$ cat src/rtl/window_cmd_arbiter.sv
// window_cmd_arbiter: conditions the driver, passenger and remote window
// commands (sync, debounce, stuck and conflict masking), arbitrates them by
// fixed priority and turns the winner into single-cycle start/stop pulses
// for the window motor controller. INM feedback tracks the motion.
module window_cmd_arbiter #(
    parameter logic [15:0] DEBOUNCE    = 16'd20,
    parameter logic [15:0] ACK_TIMEOUT = 16'd50,
    parameter logic [15:0] HOLDOFF     = 16'd100,
    parameter logic [15:0] STUCK_LIMIT = 16'd30000
) (
    input  logic       SYSCLK,
    input  logic       RST_N,
    input  logic       drv_up,
    input  logic       drv_down,
    input  logic       psg_up,
    input  logic       psg_down,
    input  logic       rmt_close,
    input  logic       child_lock,
    input  logic [1:0] INM,
    output logic       s_c_up,
    output logic       s_c_down,
    output logic [1:0] grant,
    output logic       busy,
    output logic       fault_stuck
);
    // Valid/ready does not apply here: every command is a one-cycle pulse
    // that the motor controller must accept, and INM is the only feedback.

    typedef enum logic [2:0] {
        ST_IDLE, ST_WAIT_ACK, ST_ACTIVE, ST_STOP_WAIT, ST_HOLDOFF
    } state_t;

    localparam logic [1:0] G_NONE = 2'b00;
    localparam logic [1:0] G_DRV  = 2'b01;
    localparam logic [1:0] G_RMT  = 2'b10;
    localparam logic [1:0] G_PSG  = 2'b11;

    // Raw input bit order: 0 drv_up, 1 drv_down, 2 psg_up, 3 psg_down, 4 rmt_close
    logic [4:0]  raw, cond, rise, stuck;
    logic [4:0]  sync1_q, sync1_d, sync2_q, sync2_d;
    logic [4:0]  deb_q, deb_d, deb_prev_q, deb_prev_d, evt_q, evt_d;
    logic [15:0] deb_cnt_q [5];
    logic [15:0] deb_cnt_d [5];
    logic [15:0] stuck_cnt_q [5];
    logic [15:0] stuck_cnt_d [5];
    logic        drv_inv_q, drv_inv_d, psg_inv_q, psg_inv_d;
    logic        drv_block, psg_block, rmt_block;

    state_t      state_q, state_d;
    logic [15:0] tmr_q, tmr_d;
    logic        dir_q, dir_d;              // 0 = up/close, 1 = down/open
    logic [1:0]  grant_q, grant_d;
    logic        s_c_up_q, s_c_up_d, s_c_down_q, s_c_down_d;
    logic        busy_q, busy_d, fault_stuck_q, fault_stuck_d;

    logic        ev_drv, ev_rmt, ev_psg, any_ev, stop_req, inm_match;
    logic        ack_done, hold_done;
    logic [1:0]  win_grant;
    logic        win_dir;

    function automatic logic [15:0] sat_inc(input logic [15:0] v);
        return (v == 16'hFFFF) ? v : v + 16'd1;
    endfunction

    assign raw = {rmt_close, psg_down, psg_up, drv_down, drv_up};

    // Input conditioning: synchronize, debounce, stuck counting, conflict masks, press events
    always_comb begin
        sync1_d    = raw;
        sync2_d    = sync1_q;
        cond       = sync2_q & ~{1'b0, child_lock, child_lock, 2'b00};
        deb_d      = deb_q;
        deb_prev_d = deb_q;
        for (int i = 0; i < 5; i++) begin
            deb_cnt_d[i] = 16'd0;
            if (cond[i] != deb_q[i]) begin
                if (deb_cnt_q[i] >= DEBOUNCE - 16'd1) deb_d[i] = cond[i];
                else deb_cnt_d[i] = sat_inc(deb_cnt_q[i]);
            end
            stuck_cnt_d[i] = deb_q[i] ? sat_inc(stuck_cnt_q[i]) : 16'd0;
            stuck[i]       = (stuck_cnt_q[i] >= STUCK_LIMIT);
        end
        // A source with both directions held stays invalid until both are released
        drv_inv_d = (deb_q[0] & deb_q[1]) | (drv_inv_q & (deb_q[0] | deb_q[1]));
        psg_inv_d = (deb_q[2] & deb_q[3]) | (psg_inv_q & (deb_q[2] | deb_q[3]));
        drv_block = drv_inv_d | stuck[0] | stuck[1];
        psg_block = psg_inv_d | stuck[2] | stuck[3];
        rmt_block = stuck[4];
        rise      = deb_q & ~deb_prev_q;
        evt_d     = rise & ~{rmt_block, psg_block, psg_block, drv_block, drv_block};
        fault_stuck_d = |stuck;
    end

    // Conditioning registers
    always_ff @(posedge SYSCLK or negedge RST_N) begin
        if (!RST_N) begin
            sync1_q <= '0; sync2_q <= '0; deb_q <= '0; deb_prev_q <= '0; evt_q <= '0;
            drv_inv_q <= 1'b0; psg_inv_q <= 1'b0; fault_stuck_q <= 1'b0;
            for (int i = 0; i < 5; i++) begin
                deb_cnt_q[i]   <= 16'd0;
                stuck_cnt_q[i] <= 16'd0;
            end
        end else begin
            sync1_q <= sync1_d; sync2_q <= sync2_d; deb_q <= deb_d;
            deb_prev_q <= deb_prev_d; evt_q <= evt_d;
            drv_inv_q <= drv_inv_d; psg_inv_q <= psg_inv_d; fault_stuck_q <= fault_stuck_d;
            for (int i = 0; i < 5; i++) begin
                deb_cnt_q[i]   <= deb_cnt_d[i];
                stuck_cnt_q[i] <= stuck_cnt_d[i];
            end
        end
    end

    // Arbitration and next-state decision
    always_comb begin
        ev_drv    = evt_q[0] | evt_q[1];
        ev_rmt    = evt_q[4];
        ev_psg    = evt_q[2] | evt_q[3];
        any_ev    = ev_drv | ev_rmt | ev_psg;
        win_grant = G_NONE;
        win_dir   = 1'b0;
        if (ev_drv) begin
            win_grant = G_DRV;
            win_dir   = ~evt_q[0];
        end else if (ev_rmt) begin
            win_grant = G_RMT;
            win_dir   = 1'b0;
        end else if (ev_psg) begin
            win_grant = G_PSG;
            win_dir   = ~evt_q[2];
        end
        // Stop is accepted from the owner or anything that outranks it
        case (grant_q)
            G_DRV:   stop_req = ev_drv;
            G_RMT:   stop_req = ev_drv | ev_rmt;
            G_PSG:   stop_req = any_ev;
            default: stop_req = 1'b0;
        endcase
        inm_match = dir_q ? (INM == 2'b10) : (INM == 2'b01);
        ack_done  = (tmr_q >= ACK_TIMEOUT - 16'd1);
        hold_done = (tmr_q >= HOLDOFF - 16'd1);
        state_d   = state_q;
        case (state_q)
            ST_IDLE:      if (any_ev) state_d = ST_WAIT_ACK;
            ST_WAIT_ACK:  if (inm_match) state_d = ST_ACTIVE;
                          else if (ack_done) state_d = ST_HOLDOFF;
            ST_ACTIVE:    if (INM == 2'b00) state_d = ST_HOLDOFF;
                          else if (stop_req) state_d = ST_STOP_WAIT;
            ST_STOP_WAIT: if ((INM == 2'b00) || ack_done) state_d = ST_HOLDOFF;
            ST_HOLDOFF:   if (hold_done) state_d = ST_IDLE;
            default:      state_d = ST_IDLE;
        endcase
    end

    // Output decode: pulses, grant, direction and timer derived from the transition
    always_comb begin
        s_c_up_d   = 1'b0;
        s_c_down_d = 1'b0;
        grant_d    = grant_q;
        dir_d      = dir_q;
        busy_d     = (state_q != ST_IDLE);
        tmr_d      = (state_d != state_q) ? 16'd0 : sat_inc(tmr_q);
        if (state_q == ST_IDLE && state_d == ST_WAIT_ACK) begin
            grant_d    = win_grant;
            dir_d      = win_dir;
            s_c_up_d   = ~win_dir;
            s_c_down_d = win_dir;
        end
        if (state_q == ST_ACTIVE && state_d == ST_STOP_WAIT) begin
            s_c_up_d   = ~dir_q;
            s_c_down_d = dir_q;
        end
        if (state_d == ST_HOLDOFF) grant_d = G_NONE;
    end

    // State and registered outputs
    always_ff @(posedge SYSCLK or negedge RST_N) begin
        if (!RST_N) begin
            state_q <= ST_IDLE; tmr_q <= 16'd0; dir_q <= 1'b0; grant_q <= G_NONE;
            s_c_up_q <= 1'b0; s_c_down_q <= 1'b0; busy_q <= 1'b0;
        end else begin
            state_q <= state_d; tmr_q <= tmr_d; dir_q <= dir_d; grant_q <= grant_d;
            s_c_up_q <= s_c_up_d; s_c_down_q <= s_c_down_d; busy_q <= busy_d;
        end
    end

    assign s_c_up      = s_c_up_q;
    assign s_c_down    = s_c_down_q;
    assign grant       = grant_q;
    assign busy        = busy_q;
    assign fault_stuck = fault_stuck_q;
endmodule

$ cat config.mk
export PLATFORM = sky130hd
export DESIGN_NAME = window_cmd_arbiter
export DESIGN_NICKNAME = d
export VERILOG_FILES = /design/src/rtl/window_cmd_arbiter.sv
export SDC_FILE = /design/constraint.sdc
export NUM_CORES = 1
export LEC_CHECK = 0
export BUFFER_PORTS_ARGS = -buffer_cell sky130_fd_sc_hd__buf_2
export CAP_MARGIN = 20
export CORE_MARGIN = 2
export CORE_UTILIZATION = 45
export CTS_BUF_LIST = sky130_fd_sc_hd__clkbuf_4 sky130_fd_sc_hd__clkbuf_8
export DETAILED_ROUTE_END_ITERATION = 10
export SLEW_MARGIN = 20
export SYNTH_ARGS = -nofsm -noshare
export SYNTH_HDL_FRONTEND = slang
export SYNTH_SLANG_ARGS = --single-unit
$ cat constraint.sdc
create_clock -name SYSCLK -period 2.2 [get_ports SYSCLK]
set_input_delay 0.22 -clock SYSCLK [delete_from_list [all_inputs] [get_ports SYSCLK]]
set_output_delay 0.22 -clock SYSCLK [all_outputs]
set_load 0.02 [all_outputs]
=== After elaboration in Yosys (flattened, before gate mapping) ===
Index checks and enable logic that the tools add are counted.

* Register bits: 213
* Bits in latches: 0
* Bits in writable memories: 0
* Bits in read-only memories: 0
* Bits of input ports: 10
* Output and inout port bits: 6
* Word-level logic and storage cells: 180
* Memories kept: 0

* $add $sub $neg: 11
* Multipliers: 0
* Div/mod/pow operators: 0
* Magnitude comparators: 12
* Equal/unequal tests: 40
* Shifts and indexed selects: 0
* Mux-type cells: 49
* Bitwise logic cells: 26
* Reductions and logical operators: 13

{| class="wikitable"
|+ Operators with widths
! cell !! number
|-
| 16-bit two-way mux || 27
|-
| 16-bit by 1-bit adder with 16-bit output (second input constant) || 11
|-
| 16-bit == test (second input constant) || 11
|-
| 16-bit by 15-bit greater-or-equal comparator with 1-bit output (second input constant) || 5
|-
| 16-bit by 5-bit greater-or-equal comparator with 1-bit output (second input constant) || 5
|-
| 3-bit two-way mux || 7
|-
| 16-bit by 6-bit greater-or-equal comparator with 1-bit output (second input constant) || 1
|-
| 16-bit by 7-bit greater-or-equal comparator with 1-bit output (second input constant) || 1
|-
| 5-bit bitwise AND || 3
|-
| 3-bit != test (second input constant) || 5
|-
| 3-bit case mux with 5 select lines || 1
|-
| 2-bit != test (second input constant) || 6
|-
| 1-bit OR || 12
|-
| 2-bit two-way mux || 5
|-
| 5-bit inverter || 2
|-
| 2-bit AND reduction || 5
|-
| 3-bit by 2-bit == test with 1-bit output (second input constant) || 3
|-
| 1-bit two-way mux || 8
|-
| 2-bit == test (second input constant) || 3
|-
| 3-bit by 1-bit == test with 1-bit output (second input constant) || 2
|-
| 3-bit == test (second input constant) || 2
|-
| 1-bit != test || 5
|-
| 4-bit inverter with 5-bit output || 1
|-
| 5-bit OR reduction || 1
|-
| other kinds (11) || 19
|}

=== Depth between registers and ports, before layout ===
Gate-level depths: netlist of the first run.

* Depth in word-level cells: 11
* Gate-level depth with buffers: 8

=== Least setup slack after synthesis of the first run ===
Ideal clock, no wire load.

* Path type: register to register
* Start: register tmr_q[0]
* End: register grant_q[1], in the netlist grant[1]
* Setup time: 0.065 ns
* Data arrival time: 2.051 ns
* Slack: 0.084 ns
* Stages on the path, launching flop included: 7
* Buffers on the path: 0
* Period minus slack after synthesis: 2.116 ns
* Cells stage by stage: dfrtp_1 -> ha_1 -> or4b_1 -> a31o_2 -> or2_0 -> a221oi_2 -> o221a_2

* Word-level cells in the longest chain between the ends: 7

{| class="wikitable"
|+ RTL lines
! element !! RTL line !! source
|-
| start: declaration || 50 || <nowiki>logic [15:0] tmr_q, tmr_d;</nowiki>
|-
| start signal: assignment || 182 || <nowiki>state_q <= state_d; tmr_q <= tmr_d; dir_q <= dir_d; grant_q <= grant_d;</nowiki>
|-
| 16-bit by 6-bit greater-or-equal comparator with 1-bit output || 140 || <nowiki>ack_done = (tmr_q >= ACK_TIMEOUT - 16'd1);</nowiki>
|-
| 3-bit two-way mux or 1-bit logical OR (tied branches) || 146, 149 ||
|-
| 3-bit two-way mux (on tied branches) || 145, 149 ||
|-
| 3-bit case mux with 5 select lines (*) || 143 || <nowiki>case (state_q)</nowiki>
|-
| 3-bit by 1-bit == test with 1-bit output || 163 || <nowiki>if (state_q == ST_IDLE && state_d == ST_WAIT_ACK) begin</nowiki>
|-
| 1-bit logical AND || 163 ||
|-
| 2-bit nonzero test (no line) || n/a ||
|-
| end signal: assignment || 182 ||
|-
| end: declaration || 52 || <nowiki>logic [1:0] grant_q, grant_d;</nowiki>
|}

Every way passes the cells marked *; elsewhere a longest branch is shown, timed or not.
A chain may end at the register's enable or synchronous reset.

=== Worst setup path in the final report of the first run ===
* Start: register tmr_q[0]
* End: register tmr_q[10]

* Word-level cells in the longest chain between the ends: 6

{| class="wikitable"
|+ RTL lines
! element !! RTL line !! source
|-
| 16-bit by 6-bit greater-or-equal comparator with 1-bit output || 140 ||
|-
| 3-bit two-way mux or 1-bit logical OR (tied branches) || 146, 149 ||
|-
| 3-bit two-way mux (on tied branches) || 145, 149 ||
|-
| 3-bit case mux with 5 select lines || 143 ||
|-
| 3-bit != test || 162 || <nowiki>tmr_d = (state_d != state_q) ? 16'd0 : sat_inc(tmr_q);</nowiki>
|-
| 2-bit != test (no line) or 16-bit two-way mux (tied branches) || n/a ||
|}

Several ways; a longest one is shown, not always the timed one. The select of a mux whose other input is x is not followed.

==> results of run 1 <==
## stage by stage
step / power (mW) / worst slack [ns]
final: 9.04 / 0.0177
after global routing: 9.52 / -0.0862
after CTS: 9.11 / 0.000496
after detailed placement: 5.34 / -0.118
after global placement: 5.32 / -0.0588
after floorplan: 4.88 / 0.0841
## state kept, by name, summed over array words and instances, names as in the netlist, 2 cells and up
signal and count:
grant 2, sync1_q 5, stuck_cnt_q 80, tmr_q 16, evt_q 5, deb_cnt_q 80
deb_prev_q 5, state_q 3, sync2_q 5, deb_prev_d 5
## layout by cell type (no fill, tap or decap), types with 5 or more instances in the layout
cell,instances
dfrtp_1,213
nor2_1,86
conb_1,55
nand2_1,47
clkbuf_8,47
nand3_1,45
nand4_1,36
buf_4,35
xor2_1,34
xnor2_1,34
a21oi_1,33
inv_1,32
o21ai_0,29
nor3_1,25
nor4_1,20
and3_1,19
ha_1,17
and2_1,16
a211oi_1,15
buf_2,14
nand2b_1,12
and4_1,11
a31oi_1,10
mux2i_1,10
clkbuf_4,10
or3_1,7
nor2b_1,7
dlygate4sd3_1,7
or4_1,6
a21o_1,6
o2111ai_1,5
nor2_4,5
## cell type report
class	count	area [µm²]
clock buffers	57	722
clock inverters	4	22.5
fillers	1819	9150
inverters	34	128
multi-input cells	661	4170
flip-flops and latches	213	5330
well taps	270	338
repair buffers	62	500
## routing by layer
| layer | vias to the layer above | GRT usage (%) | routed length [µm] |
|---|---|---|---|
| met3 | 29 | 3.53 | 668 |
| li1 | 3365 | - | - |
| met4 | 0 | 6.10 | 373 |
| met2 | 88 | 25.3 | 7460 |
| met5 | - | 0 | 0 |
| met1 | 3185 | 24.2 | 8580 |
## critical path: stages (launching register included)
cell,delay (ns)
dfrtp_1,0.40
ha_2,0.19
or4b_4,0.50
a31o_4,0.24
nor4b_4,0.34
o22ai_4,0.16
buf_6,0.18
nor2_4,0.09
## timing repair
| action | CTS | global route |
|---|---|---|
| hold endpoints to repair | 65 | 0 |
| hold buffers | 7 | 0 |
| setup buffers | 0 | 0 |
| gates resized for setup | 6 | 21 |
| cloned | 1 | 0 |
| pin swaps | 4 | 5 |
| setup endpoints to repair | 14 | 16 |
## how the worst max path moves through the flow
stage                  start  slack [ns]  cells past startpoint        end
finish              tmr_q[0]        0.02                      7  tmr_q[10]
global route        tmr_q[0]       -0.09                      7   tmr_q[7]
CTS                 tmr_q[0]      0.0005                      7   tmr_q[1]
detailed placement  tmr_q[0]       -0.12                      7  tmr_q[14]
global placement    tmr_q[0]       -0.06                      7   tmr_q[7]
floorplan           tmr_q[0]        0.08                      6   grant[1]
## Yosys cell counts, drive strengths merged, types with 16 or more instances
master / number
a211oi: 17
a21oi: 34
and2: 16
and3: 19
clkbuf: 16
dfrtp: 213
ha: 18
inv: 33
nand2: 47
nand3: 45
nand4: 36
nor2: 94
nor3: 25
nor4: 21
o21ai: 29
xnor2: 34
xor2: 34
## power by group
group	internal (mW)	switching (mW)
logic	0.549	0.664
registers	4.11	0.142
clock network	2.07	1.51
## logic make-up (layout without fill, tap and decap cells)
logic type      after synthesis  after routing  synth area share (%)
flops                       213            213                  56.8
mux                          11             11                  1.19
compound gates              135            136                  9.59
simple gates                371            371                  21.2
fa+ha+maj                    20             20                  2.61
xor+xnor                     68             68                  6.35
other cells                   1             55                0.0400
buf+inv                      52            157                  2.17
==> results.cfg, run 1 <==
[synth]
synth-seq-cells = 213
synth_seq_area_share_pct = 56.8
synth.avg_cell_area_um2 = 10.8
synth_warnings = 0
synth_cell_types = 66
synthFlopType = dfrtp_1
synth_cells = 871
yosysTopAreaCellShare_pct = 56.8
netlist.top_cell.by_area = dfrtp_1
synth_area_leaders = dfrtp_1 (57%), nor2_1 (3.8%), xnor2_1 (3.2%), xor2_1 (3.2%), ha_1 (2.4%)
async_reset_ff_share_pct = 100
synth.cell_area_mm2 = 0.00938
synth_edf_count = 0

[floorplan]
die_width_um = 148
core_mm2 = 0.0204
start_util_pct = 46.1
dieArea_mm2 = 0.0220
die_height_um = 148
io_pins = 16
row_count = 52

[timing]
setup_tns_ns = 0
maxSlewViolCount = 0
fmax_mhz = 458
period_needed_ns = 2.18
maxSlewHeadroom_pct = 60.5
setup_violations = 0
post-route-period-util_pct = 99.2
fin_skew_ns = 0.0169
hold-worst-slack_ns = 0.157
rsz0062_at_grt = true
hold_viol = 0
tightest_slew_ns = 0.587

[global_routing]
grt_pass1_vias = 6593
grt_overflow = 0
antenna_found_initial = 0
grt_max_degree = 64
grtUsageTotal_pct = 16.8
grt_pass1_wl_mm = 30.8

[routing]
drt_wl_total_mm = 17.1
drtAntennaViolNets = 0
first_pass_iters = 6
route.detailed.wl_per_inst_um = 13.1
drcViolationCount = 0
via_count = 6667
drt_iter0_drc = 214
avgViaCountPerCell = 5.12

[cells_and_area]
final_core_util_pct = 55.1
stdcell_count = 1301
area.growth.synth_to_final_pct = 19.5
diodes = 0
drive_above_1_share_pct = 14.3
nNetsFinal = 1037
final_area_mm2 = 0.0112

[min_path]
worstHoldStart = INM[1]
holdPathStages = 5
min_to = state_q[1]
hp-class = input port to register

[flow_run]
max_cap_violations = 0

[setup_path]
crit_required_ns = 2.65
end_kind = register
critPathLaunchType = register
arrival_ns = 2.63
regToRegEndpoint = tmr_q[10]
r2r-start = tmr_q[0]
r2r_slack_ns = 0.02
ff2ff_path_depth = 7
crit_fanout = 5
crit_type = register to register

[clock_tree]
clockBufferDepth = 3
clkTransAtPathRegs_ns = 0.06
cts_max_level = 2
cts_tree = yes
cts-root-buf = clkbuf_8
clock_latency_ns = 0.51
cts-buffers-inserted = 37
cts.sinks = 213

[place]
gp_congestion = 0.805
placed_cell_area_mm2 = 0.0103
post-place-cells = 1232
portBuffers = 15
dp_hpwl_mm = 11.3

[power]
p_leak_nw = 5.02
powerDensity_mw_per_mm2 = 807
peakVddDrop_v = 0.000612

[run_status]
outcome = finished, final reports clean
Power figures use the tool's default switching activity.
==> inputs of run 2 (changes only) <==
==> constraint.sdc (replaced) <==
create_clock -name SYSCLK -period 1.8 [get_ports SYSCLK]
set_input_delay 0.18 -clock SYSCLK [delete_from_list [all_inputs] [get_ports SYSCLK]]
set_output_delay 0.18 -clock SYSCLK [all_outputs]
set_load 0.02 [all_outputs]
==> run 2 against run 1 <==
  * The run now ends with negative setup slack left
  * Combinational power grew 37%
  * Wire length grew 4.2%
  * Highest routed layer unchanged
  * Setup slack lost 0.37 ns
  * Clock-buffer cell count is the same
  * Clock power grew 35%
  * Design area grew 6.1%
  * Sequential share of layout area shrank 2.7 points
  * Largest power group unchanged
  * Non-clock buffer count grew 58
==> results.cfg, run 2 (synthesis results as in run 1) <==
[routing]
drt_iter0_drc = 329
via_count = 6889
route.detailed.wl_per_inst_um = 13.1
drtAntennaViolNets = 0
drcViolationCount = 0
first_pass_iters = 4
drt_wl_total_mm = 17.8
avgViaCountPerCell = 5.07

[setup_path]
crit_required_ns = 2.23
end_kind = register
regToRegEndpoint = tmr_q[2]
cp-startpoint = tmr_q[0]
ff2ff_path_depth = 8
endpoint = tmr_q[2]
critPathLaunchType = register
crit_type = register to register
crit_fanout = 4
r2r_slack_ns = -0.35
arrival_ns = 2.58
r2r-start = tmr_q[0]

[floorplan]
row_count = 52
io_pins = 16
core_mm2 = 0.0204
die_width_um = 148
dieArea_mm2 = 0.0220
die_height_um = 148
start_util_pct = 46.1

[flow_run]
max_cap_violations = 0

[clock_tree]
clockBufferDepth = 3
cts-buffers-inserted = 37
cts_max_level = 2
cts.sinks = 213
cts-root-buf = clkbuf_8
clkTransAtPathRegs_ns = 0.06
cts_tree = yes
clock_latency_ns = 0.51

[global_routing]
grtUsageTotal_pct = 16.9
antenna_found_initial = 0
grt_max_degree = 55
grt_pass1_wl_mm = 31.2
grt_overflow = 0
grt_pass1_vias = 6784

[timing]
setup_violations = 22
fmax_mhz = 465
post-route-period-util_pct = 119
fin_skew_ns = 0.0117
rsz0062_at_grt = true
hold_viol = 0
maxSlewHeadroom_pct = 66.5
setup_slack_ns = -0.351
maxSlewViolCount = 0
tightest_slew_ns = 0.489
period_needed_ns = 2.15
setup_tns_ns = -5.97

[place]
post-place-ws_ns = -0.413
gp_congestion = 0.760
portBuffers = 15
dp_hpwl_mm = 12.0
post-place-cells = 1284

[cells_and_area]
area.growth.synth_to_final_pct = 26.8
reg.largest.list = deb_cnt_q: 80 flops, stuck_cnt_q: 80 flops, tmr_q: 16 flops
nNetsFinal = 1094
drive_above_1_share_pct = 21.0
final_common_cell = dfrtp_1
diodes = 0
stdcell_count = 1360
final_cell_mix = dfrtp_1 (213), buf_4 (87), nor2_1 (82)

[power]
p_leak_nw = 5.39
total_power_mw = 11.7
power_frac_clock_pct = 41.4
switchingPower_mw = 2.93
peakVddDrop_v = 0.000561
swShare_pct = 25.1
powerDensity_mw_per_mm2 = 982
p_seq_share_pct = 44.4
p_int_mw = 8.75
p_comb_share_pct = 14.2

[min_path]
hp-class = input port to register
holdPathStages = 5

[run_status]
outcome = complete, but fails checks
violations = negative setup slack
[run 2: worst min path at each step]
stage | end | slack [ns] | from
finish | state_q[1] | 0.11 | INM[1]
global route | state_q[1] | 0.12 | INM[1]
CTS | state_q[1] | 0.08 | INM[1]
detailed placement | tmr_q[13] | 0.14 | RST_N
global placement | tmr_q[13] | 0.14 | RST_N
floorplan | busy | -0.12 | RST_N
[run 2: layout make-up]
cell class                 instances  area (µm²)
fill                            1759        8470
inverter                          34         128
tap                              270         338
timing repair buffer             120         976
multi-input combinational        660        4290
clock buffer                      57         722
clock inverter                     6         105
sequential                       213        5330
[run 2: stage by stage]
stage | hold slack (ns) | utilization [%] | area [µm²]
floorplan | -0.116 | - | 9590
global placement | 0.142 | 52.4 | 10700
detailed placement | 0.143 | 52.4 | 10700
CTS | 0.0816 | 57.2 | 11700
global route | 0.121 | 58.4 | 11900
finish | 0.108 | 58.4 | 11900
[run 2: layer usage]
layer  part of all wire, %  GRT usage (%)  routed length [µm]
met3                   3.0           3.10                 528
met2                    46           26.9                8160
met5                     0              0                   0
met4                   2.4           6.05                 430
met1                    49           23.6                8670
[run 2: critical path: stages (launching register included)]
cell     delay [ns]
dfrtp_1        0.40
inv_2          0.07
ha_1           0.13
or4b_4         0.45
a31o_4         0.25
nor4b_4        0.34
o22ai_4        0.16
buf_6          0.18
nor3_4         0.10
[run 2: power groups by stage]
stage | registers (mW) | logic, mW | clock network, mW
after global routing | 5.21 | 1.83 | 5.23
after global placement | 5.26 | 1.26 | 0
after detailed placement | 5.26 | 1.29 | 0
after CTS | 5.18 | 1.43 | 5.00
final | 5.18 | 1.66 | 4.84
after floorplan | 5.31 | 0.654 | 0
[run 2: what timing repair did]
action	in CTS	in global routing
pin swaps	12	10
resized for setup	19	43
setup buffers	0	5
hold buffers	7	0
gates cloned	0	1
setup endpoints to repair	23	47
hold endpoints to repair	175	0
